$ cat config.mk
export PLATFORM = sky130hd
export DESIGN_NAME = stream_demux2_rtl
export DESIGN_NICKNAME = d
export VERILOG_FILES = /design/src/rtl/stream_demux2_rtl.sv
export SDC_FILE = /design/constraint.sdc
export NUM_CORES = 1
export LEC_CHECK = 0
export BUFFER_PORTS_ARGS = -buffer_cell sky130_fd_sc_hd__buf_2
export CORE_ASPECT_RATIO = 1.2
export CORE_MARGIN = 2
export CORE_UTILIZATION = 60
export CTS_BUF_LIST = sky130_fd_sc_hd__clkbuf_8
export DETAILED_ROUTE_END_ITERATION = 7
export PLACE_DENSITY = 0.83
export SYNTH_ARGS = -nofsm -noshare
export SYNTH_HDL_FRONTEND = slang
export SYNTH_SLANG_ARGS = --single-unit
$ cat constraint.sdc
create_clock -name clk -period 4.18 [get_ports clk]
set_clock_uncertainty 0.1 [all_clocks]
set_input_delay 0.418 -clock clk [delete_from_list [all_inputs] [get_ports clk]]
set_output_delay 0.418 -clock clk [all_outputs]
set_load 0.03 [all_outputs]
$ cat src/rtl/stream_demux2_rtl.sv
// stream_demux2_rtl: 1-to-2 val/rdy stream demultiplexer.
// Each output owns a two-entry registered queue, so one stalled consumer
// never blocks traffic headed for the other. in_rdy comes only from in_sel
// and registered queue state, so there is no combinational rdy path.
// Optional feature macro: STREAM_DEMUX2_COUNT_EN adds out0_count and
// out1_count, 16-bit wrapping counts of messages dequeued per output.
//
// Queue state | meaning
// S_EMPTY     | no entries, outk_val=0, outk_msg holds its last value
// S_ONE       | head valid
// S_TWO       | head and tail valid, queue full
module stream_demux2_rtl #(
  parameter int NBITS = 8
) (
  input  logic             clk,
  input  logic             reset_n,
  input  logic             in_val,
  output logic             in_rdy,
  input  logic             in_sel,
  input  logic [NBITS-1:0] in_msg,
  output logic             out0_val,
  input  logic             out0_rdy,
  output logic [NBITS-1:0] out0_msg,
  output logic             out1_val,
  input  logic             out1_rdy,
  output logic [NBITS-1:0] out1_msg
`ifdef STREAM_DEMUX2_COUNT_EN
  ,
  output logic [15:0]      out0_count,
  output logic [15:0]      out1_count
`endif
);

  localparam logic [1:0] S_EMPTY = 2'd0;
  localparam logic [1:0] S_ONE   = 2'd1;
  localparam logic [1:0] S_TWO   = 2'd2;

  logic [1:0]       state_q [2];
  logic [1:0]       state_d [2];
  logic [NBITS-1:0] head_q  [2];
  logic [NBITS-1:0] head_d  [2];
  logic [NBITS-1:0] tail_q  [2];
  logic [NBITS-1:0] tail_d  [2];

  logic [1:0] enq;
  logic [1:0] deq;
  logic [1:0] out_val;
  logic [1:0] out_rdy;

  // Full state alone decides readiness; a same-cycle dequeue does not bypass.
  assign in_rdy     = in_sel ? (state_q[1] != S_TWO) : (state_q[0] != S_TWO);
  assign out_val[0] = (state_q[0] != S_EMPTY);
  assign out_val[1] = (state_q[1] != S_EMPTY);
  assign out_rdy    = {out1_rdy, out0_rdy};
  assign enq        = {in_sel, ~in_sel} & {2{in_val & in_rdy}};
  assign deq        = out_val & out_rdy;

  assign out0_val = out_val[0];
  assign out1_val = out_val[1];
  assign out0_msg = head_q[0];
  assign out1_msg = head_q[1];

  // Next-state for each independent queue.
  always_comb begin
    for (int k = 0; k < 2; k++) begin
      state_d[k] = state_q[k];
      head_d[k]  = head_q[k];
      tail_d[k]  = tail_q[k];
      case (state_q[k])
        S_EMPTY: begin
          if (enq[k]) begin
            state_d[k] = S_ONE;
            head_d[k]  = in_msg;
          end
        end
        S_ONE: begin
          if (enq[k] && deq[k]) begin
            head_d[k] = in_msg;
          end else if (enq[k]) begin
            state_d[k] = S_TWO;
            tail_d[k]  = in_msg;
          end else if (deq[k]) begin
            state_d[k] = S_EMPTY;
          end
        end
        S_TWO: begin
          if (deq[k]) begin
            state_d[k] = S_ONE;
            head_d[k]  = tail_q[k];
          end
        end
        default: state_d[k] = S_EMPTY;
      endcase
    end
  end

  // Queue registers; reset discards everything and zeroes the heads.
  always_ff @(posedge clk or negedge reset_n) begin
    if (!reset_n) begin
      for (int k = 0; k < 2; k++) begin
        state_q[k] <= S_EMPTY;
        head_q[k]  <= '0;
        tail_q[k]  <= '0;
      end
    end else begin
      for (int k = 0; k < 2; k++) begin
        state_q[k] <= state_d[k];
        head_q[k]  <= head_d[k];
        tail_q[k]  <= tail_d[k];
      end
    end
  end

`ifdef STREAM_DEMUX2_COUNT_EN
  logic [15:0] cnt_q [2];

  // Per-output dequeue counters, wrapping naturally at 16 bits.
  always_ff @(posedge clk or negedge reset_n) begin
    if (!reset_n) begin
      cnt_q[0] <= '0;
      cnt_q[1] <= '0;
    end else begin
      for (int k = 0; k < 2; k++) begin
        if (deq[k]) cnt_q[k] <= cnt_q[k] + 16'd1;
      end
    end
  end

  assign out0_count = cnt_q[0];
  assign out1_count = cnt_q[1];
`endif

endmodule

==> impl_metrics.prom, run 1 <==
# TYPE chip_impl_metric gauge
chip_impl_metric{name="total_die_area",unit="mm²"} 0.00321
chip_impl_metric{name="post-synth-top-area-fraction",unit=""} 0.543
chip_impl_metric{name="timing.final.crit_period",unit="ns"} 2.27
chip_impl_metric{name="cts_hold_buffers",unit=""} 0
chip_impl_info{name="cts_tree",value="built"} 1
chip_impl_metric{name="synthMuxAreaShare",unit=""} 0.332
chip_impl_metric{name="grt_start_max_net_pins",unit=""} 37
chip_impl_info{name="netlist_top_cells_count",value="mux2_2 (47), dfrtp_1 (36), nand2_1 (3), nor2b_1 (3), o21ai_0 (3)"} 1
chip_impl_metric{name="postSynthCellCount",unit=""} 113
chip_impl_metric{name="critPathMaxFanout",unit=""} 12
chip_impl_metric{name="syn-num-nets",unit=""} 127
chip_impl_metric{name="drive_above_1_share",unit=""} 0.607
chip_impl_metric{name="cellPowerDensity",unit="mW/mm²"} 568
chip_impl_metric{name="max_slew.worst_pin.slew",unit="ns"} 0.882
chip_impl_info{name="post-synth-top-count-cell",value="mux2_2"} 1
chip_impl_metric{name="clock_sinks",unit=""} 36
chip_impl_metric{name="timing.setup.tns",unit="ns"} 0
chip_impl_metric{name="p_leak",unit="nW"} 0.881
chip_impl_metric{name="cts_inserted_buffers",unit=""} 5
chip_impl_info{name="kind_of_end_point_of_the_critical_path",value="output port"} 1
chip_impl_metric{name="place.gp.congestion",unit=""} 0.762
chip_impl_metric{name="post-cts-setup-buffer-count",unit=""} 0
chip_impl_info{name="worst_r2r_endpoint",value="out0_msg[2]"} 1
chip_impl_metric{name="floorplan.rows",unit=""} 20
chip_impl_metric{name="io_buffers",unit=""} 32
chip_impl_metric{name="fin_total_pwr",unit="mW"} 1.10
chip_impl_info{name="dominant_combinational_cell_family_by_area_after_synthesis",value="multiplexers"} 1
chip_impl_metric{name="ir_worst_vdd",unit="mV"} 0.475
chip_impl_info{name="run_status",value="finished clean"} 1
chip_impl_info{name="cell_taking_the_most_area_after_synthesis",value="dfrtp_1"} 1
chip_impl_metric{name="post_synthesis_async_set_or_reset_flop_share",unit=""} 1.00
chip_impl_metric{name="dp_wirelength",unit="mm"} 2.09
chip_impl_metric{name="max_cap_viols",unit=""} 0
chip_impl_metric{name="timing_hold_violations_final",unit=""} 0
chip_impl_info{name="cpLargestDelayFamily",value="simple AND/OR/NAND/NOR gates"} 1
chip_impl_metric{name="routed_wire_length_per_instance",unit="µm"} 15.5
chip_impl_metric{name="regToRegSetupSlack",unit="ns"} 2.01
chip_impl_metric{name="worst_case_reg_to_reg_path_depth",unit=""} 3
chip_impl_metric{name="fin_hold_ws",unit="ns"} 0.103
chip_impl_metric{name="grt_pass1_vias",unit=""} 1031
chip_impl_metric{name="syn_area",unit="mm²"} 0.00166
chip_impl_info{name="main_synth_ff_type",value="dfrtp_1"} 1
chip_impl_info{name="grt_setup_unrepaired",value="false"} 1
chip_impl_info{name="timing.critical_path.cells",value="nor2b_1 > mux2i_1 > buf_2"} 1
chip_impl_metric{name="arrival",unit="ns"} 1.75
chip_impl_metric{name="die_x",unit="µm"} 52.0
chip_impl_metric{name="antenna_violating_nets_post_route",unit=""} 0
chip_impl_metric{name="report.final.setup_viol",unit=""} 0
chip_impl_metric{name="overall_global_routing_usage",unit=""} 0.211
chip_impl_metric{name="path_buf_inv",unit=""} 1
chip_impl_info{name="worst_reg2reg_path_startpoint",value="state_q[3]"} 1
chip_impl_info{name="start_kind",value="register"} 1
chip_impl_metric{name="worst_ep_required_time",unit="ns"} 3.66
chip_impl_info{name="critical-path-slowest-cell",value="nor2b_1"} 1
chip_impl_metric{name="critical-path-max-stage-delay",unit="ns"} 0.72
chip_impl_metric{name="clock_path_buffers",unit=""} 2
chip_impl_metric{name="detailedPlace.worstSlack",unit="ns"} 2.06
chip_impl_metric{name="area_of_the_placeable_core",unit="mm²"} 0.00258
chip_impl_info{name="critical_path_class",value="register to output port"} 1
chip_impl_metric{name="clk_pin_slew_worst_paths",unit="ns"} 0.07
chip_impl_metric{name="number_of_detailed_routing_iterations_run_before_antenna_repair",unit=""} 4
chip_impl_info{name="min-delay-path-class",value="primary input to asynchronous set/reset pin"} 1
chip_impl_metric{name="max_h_tree_level",unit=""} 2
chip_impl_metric{name="layout.nets",unit=""} 163
chip_impl_info{name="cts_root_buf",value="clkbuf_8"} 1
chip_impl_metric{name="synth_seq_cells",unit=""} 36
chip_impl_metric{name="yosys.area_share.xor_xnor",unit=""} 0.0106
chip_impl_metric{name="start_util",unit=""} 0.644
chip_impl_metric{name="synth_compound_gate_area_share",unit=""} 0.0317
chip_impl_metric{name="yosys_warnings",unit=""} 0
chip_impl_metric{name="synth-simple-area-share",unit=""} 0.0663
chip_impl_metric{name="layout_worst_path_cycle_share",unit=""} 0.543
chip_impl_metric{name="vias_per_cell",unit=""} 5.43
chip_impl_metric{name="post-route-drc-count",unit=""} 0
chip_impl_metric{name="die_height",unit="µm"} 61.6
chip_impl_metric{name="setup_slack",unit="ns"} 1.91
chip_impl_metric{name="postRouteWirelength",unit="mm"} 2.84
chip_impl_metric{name="slew_headroom",unit=""} 0.411
chip_impl_metric{name="post_cts_resized",unit=""} 0
chip_impl_info{name="synth.area.top_cells",value="dfrtp_1 (54%), mux2_2 (32%), o31ai_4 (1.3%), nor2b_1 (1.1%), xnor2_1 (1.1%)"} 1
chip_impl_metric{name="fillerInstances",unit=""} 170
chip_impl_metric{name="insertion_delay",unit="ns"} 0.28
chip_impl_metric{name="clock.fmax",unit="MHz"} 440
chip_impl_metric{name="io_pins",unit=""} 33
chip_impl_metric{name="slew_violations",unit=""} 0
chip_impl_metric{name="number_of_flops_mapped_to_enable_cells_by_yosys",unit=""} 0
chip_impl_metric{name="syn_area_per_cell",unit="µm²"} 14.7
chip_impl_metric{name="synth_cell_type_count",unit=""} 22
chip_impl_metric{name="area_growth_syn_to_layout",unit="%"} 16.3
chip_impl_info{name="worst_setup_path_startpoint",value="state_q[3]"} 1
chip_impl_metric{name="number_of_vias_in_the_routed_layout",unit=""} 993
chip_impl_metric{name="grt_overflow_total",unit=""} 0
chip_impl_metric{name="synth.yosys.seq_area_share",unit=""} 0.543
chip_impl_metric{name="detail_route.iter0.violations",unit=""} 15
chip_impl_metric{name="antenna_cells_inserted",unit=""} 0
chip_impl_metric{name="antenna_violations_before_repair",unit=""} 0
chip_impl_metric{name="synth_adder_area_share",unit=""} 0
chip_impl_metric{name="grt_first_pass_wirelength",unit="mm"} 4.73
-- worst reg2reg max path, delay by kind of cell (launching register included) --
| family | cells | cell delay (ns) |
|---|---|---|
| simple gates | 1 | 0.72 |
| compound gates | 1 | 0.47 |
| flops | 1 | 0.38 |
| mux | 1 | 0.38 |
-- where the power goes --
part,internal [mW],leakage (nW),switching [mW]
combinational,0.149,0.391,0.187
clock,0.129,0.0538,0.111
sequential,0.463,0.436,0.0584
total,0.741,0.881,0.356
-- how the worst max path moves through the flow --
stage | to | cells past startpoint
floorplan | in_rdy | 3
global placement | out0_msg[2] | 3
detailed placement | out0_msg[0] | 3
CTS | in_rdy | 3
global route | in_rdy | 3
finish | in_rdy | 3
-- per-layer routing --
metal,track usage,wire [µm],vias up
li1,-,-,481
met1,0.243,1140,478
met2,0.365,1490,29
met3,0.0631,165,5
met4,0.0902,44,0
met5,0,0,-
-- cell families (layout without fill, tap and decap cells) --
logic type	Yosys count	in the layout
AND/OR/NAND/NOR	15	15
buffers and inverters	5	42
AO/OA/AOI/OAI	6	6
multiplexers	49	49
XOR/XNOR	2	2
flip-flops	36	36
-- stage by stage --
step	area, µm²	utilization	std cells
floorplan	1660	-	113
global placement	1840	0.714	175
detailed placement	1840	0.714	175
CTS	1930	0.749	183
global route	1930	0.749	183
finish	1930	0.749	183
-- placed cells by master, fill, tap and decap left out, types with 2 or more instances in the layout --
cell type / instances
mux2_2: 47
dfrtp_1: 36
buf_2: 32
clkbuf_8: 6
inv_1: 4
nor2b_1: 3
nand2_1: 3
o21ai_0: 3
or2_2: 2
xnor2_1: 2
-- state kept, by name, indices dropped and copies added (netlist names) --
name	flops
state_q	4
out1_msg	8
tail_q	16
out0_msg	8
-- final cells by class --
type	count	area (µm²)	area share
Multi-Input combinational cell	72	731	0.378
Clock inverter	2	7.51	0.00389
Tap cell	33	41.3	0.0214
Inverter	2	7.51	0.00389
Timing Repair Buffer	32	160	0.0830
Clock buffer	6	82.6	0.0428
Sequential cell	36	901	0.467
Note: power is estimated with default switching activity, not from simulation.
==> inputs of run 2 (changes only) <==
--- a/config.mk
+++ b/config.mk
@@ -5,13 +5,14 @@
 export SDC_FILE = /design/constraint.sdc
 export NUM_CORES = 1
 export LEC_CHECK = 0
+export ABC_AREA = 1
 export BUFFER_PORTS_ARGS = -buffer_cell sky130_fd_sc_hd__buf_2
 export CORE_ASPECT_RATIO = 1.2
 export CORE_MARGIN = 2
-export CORE_UTILIZATION = 60
+export CORE_UTILIZATION = 51
 export CTS_BUF_LIST = sky130_fd_sc_hd__clkbuf_8
 export DETAILED_ROUTE_END_ITERATION = 7
-export PLACE_DENSITY = 0.83
+export PLACE_DENSITY = 0.74
 export SYNTH_ARGS = -nofsm -noshare
 export SYNTH_HDL_FRONTEND = slang
 export SYNTH_SLANG_ARGS = --single-unit
==> constraint.sdc (replaced) <==
create_clock -name clk -period 1.8 [get_ports clk]
set_clock_uncertainty 0.1 [all_clocks]
set_input_delay 0.18 -clock clk [delete_from_list [all_inputs] [get_ports clk]]
set_output_delay 0.18 -clock clk [all_outputs]
set_load 0.03 [all_outputs]
==> run 2 against run 1 <==
Effect of this change: final cell count rose by 57%; synthesized cell count up 87%; die area grew 21%; sequential power rose by 130%; largest cell class unchanged; largest power group unchanged; highest routed layer unchanged.
==> impl_metrics.prom, run 2 <==
# TYPE chip_impl_metric gauge
chip_impl_info{name="run_status",value="finished clean"} 1
chip_impl_metric{name="timing.final.crit_period",unit="ns"} 1.67
chip_impl_metric{name="place.gp.congestion",unit=""} 0.745
chip_impl_metric{name="grt_pass1_vias",unit=""} 1380
chip_impl_info{name="worst_reg2reg_path_startpoint",value="state_q[2]"} 1
chip_impl_metric{name="total_die_area",unit="mm²"} 0.00389
chip_impl_metric{name="start_util",unit=""} 0.524
chip_impl_metric{name="synth_seq_cells",unit=""} 36
chip_impl_metric{name="detail_route.iter0.violations",unit=""} 74
chip_impl_info{name="regMostFlops",value="tail_q"} 1
chip_impl_metric{name="postRouteWirelength",unit="mm"} 3.36
chip_impl_metric{name="critical-path-max-stage-delay",unit="ns"} 0.41
chip_impl_metric{name="power.share.combinational",unit=""} 0.317
chip_impl_metric{name="cts_hold_buffers",unit=""} 1
chip_impl_info{name="cts_root_buf",value="clkbuf_8"} 1
chip_impl_metric{name="yosys_warnings",unit=""} 0
chip_impl_metric{name="number_of_vias_in_the_routed_layout",unit=""} 1390
chip_impl_metric{name="report.final.setup_viol",unit=""} 0
chip_impl_info{name="min-delay-path-class",value="primary input to register"} 1
chip_impl_info{name="worst_path_most_repeated_cell",value="nand2_1"} 1
chip_impl_info{name="start_kind",value="register"} 1
chip_impl_metric{name="cellInternalPower",unit="mW"} 1.77
chip_impl_metric{name="die_height",unit="µm"} 67.9
chip_impl_metric{name="p_leak",unit="nW"} 1.11
chip_impl_metric{name="antenna_violating_nets_post_route",unit=""} 0
chip_impl_metric{name="power.share.sequential",unit=""} 0.430
chip_impl_metric{name="slew_violations",unit=""} 0
chip_impl_metric{name="grt_start_max_net_pins",unit=""} 37
chip_impl_metric{name="area_of_the_placeable_core",unit="mm²"} 0.00331
chip_impl_metric{name="worst_ep_required_time",unit="ns"} 1.52
chip_impl_info{name="kind_of_end_point_of_the_critical_path",value="output port"} 1
chip_impl_info{name="main_synth_ff_type",value="dfrtp_1"} 1
chip_impl_info{name="netlist_top_cells_count",value="nand2_1 (92), dfrtp_1 (36), o21ai_0 (20), nand3_1 (19), inv_1 (11)"} 1
chip_impl_metric{name="drive_above_1_share",unit=""} 0.252
chip_impl_metric{name="max_cap_viols",unit=""} 0
chip_impl_metric{name="die_x",unit="µm"} 57.3
chip_impl_metric{name="syn_area_per_cell",unit="µm²"} 8.22
chip_impl_metric{name="grt_first_pass_wirelength",unit="mm"} 5.99
chip_impl_info{name="critical_path_class",value="register to output port"} 1
chip_impl_metric{name="ir_worst_vdd",unit="mV"} 0.992
chip_impl_info{name="hold_start",value="out0_rdy"} 1
chip_impl_metric{name="dp_wirelength",unit="mm"} 2.42
chip_impl_metric{name="vias_per_cell",unit=""} 4.84
chip_impl_info{name="timing.critical_path.cells",value="inv_2 > nand2_1 > nand2_1 > o21ai_0 > buf_2"} 1
chip_impl_metric{name="max_reg_flops",unit=""} 16
chip_impl_metric{name="cellPowerDensity",unit="mW/mm²"} 1380
chip_impl_metric{name="synth.yosys.seq_area_share",unit=""} 0.519
chip_impl_metric{name="post_synthesis_async_set_or_reset_flop_share",unit=""} 1.00
chip_impl_info{name="worst_setup_path_startpoint",value="state_q[2]"} 1
chip_impl_info{name="grt_setup_unrepaired",value="false"} 1
chip_impl_metric{name="clock_path_buffers",unit=""} 2
chip_impl_metric{name="number_of_flops_mapped_to_enable_cells_by_yosys",unit=""} 0
chip_impl_metric{name="slew_headroom",unit=""} 0.698
chip_impl_metric{name="netSwitchingPower",unit="mW"} 1.05
chip_impl_metric{name="antenna_violations_before_repair",unit=""} 0
chip_impl_metric{name="layout_worst_path_cycle_share",unit=""} 0.928
chip_impl_metric{name="overall_global_routing_usage",unit=""} 0.203
chip_impl_metric{name="max_h_tree_level",unit=""} 2
chip_impl_metric{name="number_of_detailed_routing_iterations_run_before_antenna_repair",unit=""} 4
chip_impl_metric{name="post_cts_resized",unit=""} 0
chip_impl_metric{name="postSynthCellCount",unit=""} 211
chip_impl_metric{name="syn-num-nets",unit=""} 225
chip_impl_metric{name="finalNonFillerCells",unit=""} 287
chip_impl_metric{name="io_pins",unit=""} 33
chip_impl_metric{name="timing.setup.tns",unit="ns"} 0
chip_impl_metric{name="floorplan.rows",unit=""} 23
chip_impl_metric{name="grt_overflow_total",unit=""} 0
chip_impl_metric{name="area_growth_syn_to_layout",unit="%"} 18.1
chip_impl_info{name="commonest_cells_after_routing_fill_and_taps_aside",value="nand2_1 (92), dfrtp_1 (36), buf_2 (32), o21ai_0 (20), nand3_1 (19)"} 1
chip_impl_metric{name="synth_cell_type_count",unit=""} 21
chip_impl_metric{name="post-route-drc-count",unit=""} 0
chip_impl_info{name="final_common_cell",value="nand2_1"} 1
chip_impl_metric{name="timing_hold_violations_final",unit=""} 0
chip_impl_metric{name="share_clk_of_total_power",unit=""} 0.252
chip_impl_info{name="cell_taking_the_most_area_after_synthesis",value="dfrtp_1"} 1
chip_impl_metric{name="fin_hold_ws",unit="ns"} 0.00466
chip_impl_metric{name="max_slew.worst_pin.slew",unit="ns"} 0.454
chip_impl_metric{name="insertion_delay",unit="ns"} 0.29
chip_impl_metric{name="cts_inserted_buffers",unit=""} 5
chip_impl_metric{name="post-cts-setup-buffer-count",unit=""} 0
chip_impl_metric{name="clock.fmax",unit="MHz"} 599
chip_impl_metric{name="clock_sinks",unit=""} 36
chip_impl_metric{name="critPathMaxFanout",unit=""} 11
chip_impl_metric{name="routed_wire_length_per_instance",unit="µm"} 11.7
chip_impl_metric{name="layout.nets",unit=""} 263
chip_impl_metric{name="clk_pin_slew_worst_paths",unit="ns"} 0.07
chip_impl_info{name="post-synth-top-count-cell",value="nand2_1"} 1
chip_impl_info{name="synth.area.top_cells",value="dfrtp_1 (52%), nand2_1 (20%), o21ai_0 (5.8%), nand3_1 (5.5%), nand2_2 (2.5%)"} 1
chip_impl_info{name="cts_tree",value="built"} 1
chip_impl_metric{name="post-synth-top-area-fraction",unit=""} 0.519
chip_impl_metric{name="dp_cells",unit=""} 278
chip_impl_metric{name="syn_area",unit="mm²"} 0.00174
chip_impl_metric{name="io_buffers",unit=""} 32
chip_impl_metric{name="power.share.switching",unit=""} 0.372
chip_impl_metric{name="antenna_cells_inserted",unit=""} 0
chip_impl_metric{name="arrival",unit="ns"} 1.39
chip_impl_info{name="critical-path-slowest-cell",value="dfrtp_1"} 1
## run 2: cell count changes in the layout (fill, tap and decap cells not counted), moves of 3 or more
cell | previous run | this run
nand2_2 | 0 | 7
inv_2 | 0 | 5
inv_1 | 4 | 11
nor2b_1 | 3 | 0
o21ai_0 | 3 | 20
nand3_1 | 0 | 19
mux2_2 | 47 | 0
o21ai_1 | 0 | 3
nand2_1 | 3 | 92
## run 2: metal layers
metal	track usage	vias up	share of wire
met4	0.0872	0	0.023
met2	0.349	27	0.48
met5	0	-	0
met1	0.237	612	0.46
li1	-	744	-
met3	0.0586	7	0.037
## run 2: cell type report
cell class / count / area (µm²)
fill: 317 / 1260
sequential: 36 / 901
multi-input combinational: 156 / 753
timing repair buffer: 34 / 178
clock buffer: 5 / 68.8
inverter: 16 / 60.1
tap: 37 / 46.3
clock inverter: 3 / 42.5
## run 2: path summary, 6_finish.rpt
| check | slack, ns | depth (start not counted) | end |
|---|---|---|---|
| min reg2reg | 0.37 | 2 | out0_msg[7] |
| min | 0.005 | 2 | state_q[3] |
| max | 0.13 | 5 | in_rdy |
| max in group asynchronous | 0.93 | 3 | state_q[1] |
| min in group asynchronous | 0.34 | 3 | out1_msg[3] |
| max reg2reg | 0.28 | 6 | tail_q[9] |
## run 2: cells by family after synthesis
logic type,count (synthesis),share of synthesized area
DFF,36,0.519
xor gates and xnor gates,1,0.00505
buffers and inverters,19,0.0469
and+or+nand+nor,126,0.327
AOI/OAI and AO/OA,29,0.102
## run 2: worst max-delay path, delay by kind of cell (launching register included)
family / cells / cell delay, ns
and+or+nand+nor: 2 / 0.34
buffers and inverters: 2 / 0.27
AOI/OAI and AO/OA: 1 / 0.08
DFF: 1 / 0.41
## run 2: metrics by stage
stage | worst slack, ns | area [µm²] | power, mW | utilization
global route | 0.0469 | 2050 | 3.00 | 0.619
global placement | 0.338 | 1930 | 2.11 | 0.583
finish | 0.130 | 2050 | 2.82 | 0.619
detailed placement | 0.291 | 1930 | 2.13 | 0.583
CTS | 0.112 | 2050 | 2.84 | 0.619
floorplan | 0.260 | 1740 | 1.87 | -
## run 2: power by group through the flow
stage | Sequential (mW) | Combinational [mW] | Clock, mW
2_1_floorplan | 1.44 | 0.423 | 0
3_3_place_gp | 1.22 | 0.887 | 0
3_5_place_dp | 1.23 | 0.897 | 0
4_1_cts | 1.22 | 0.906 | 0.723
5_1_grt | 1.24 | 1.01 | 0.746
6_report | 1.21 | 0.896 | 0.712
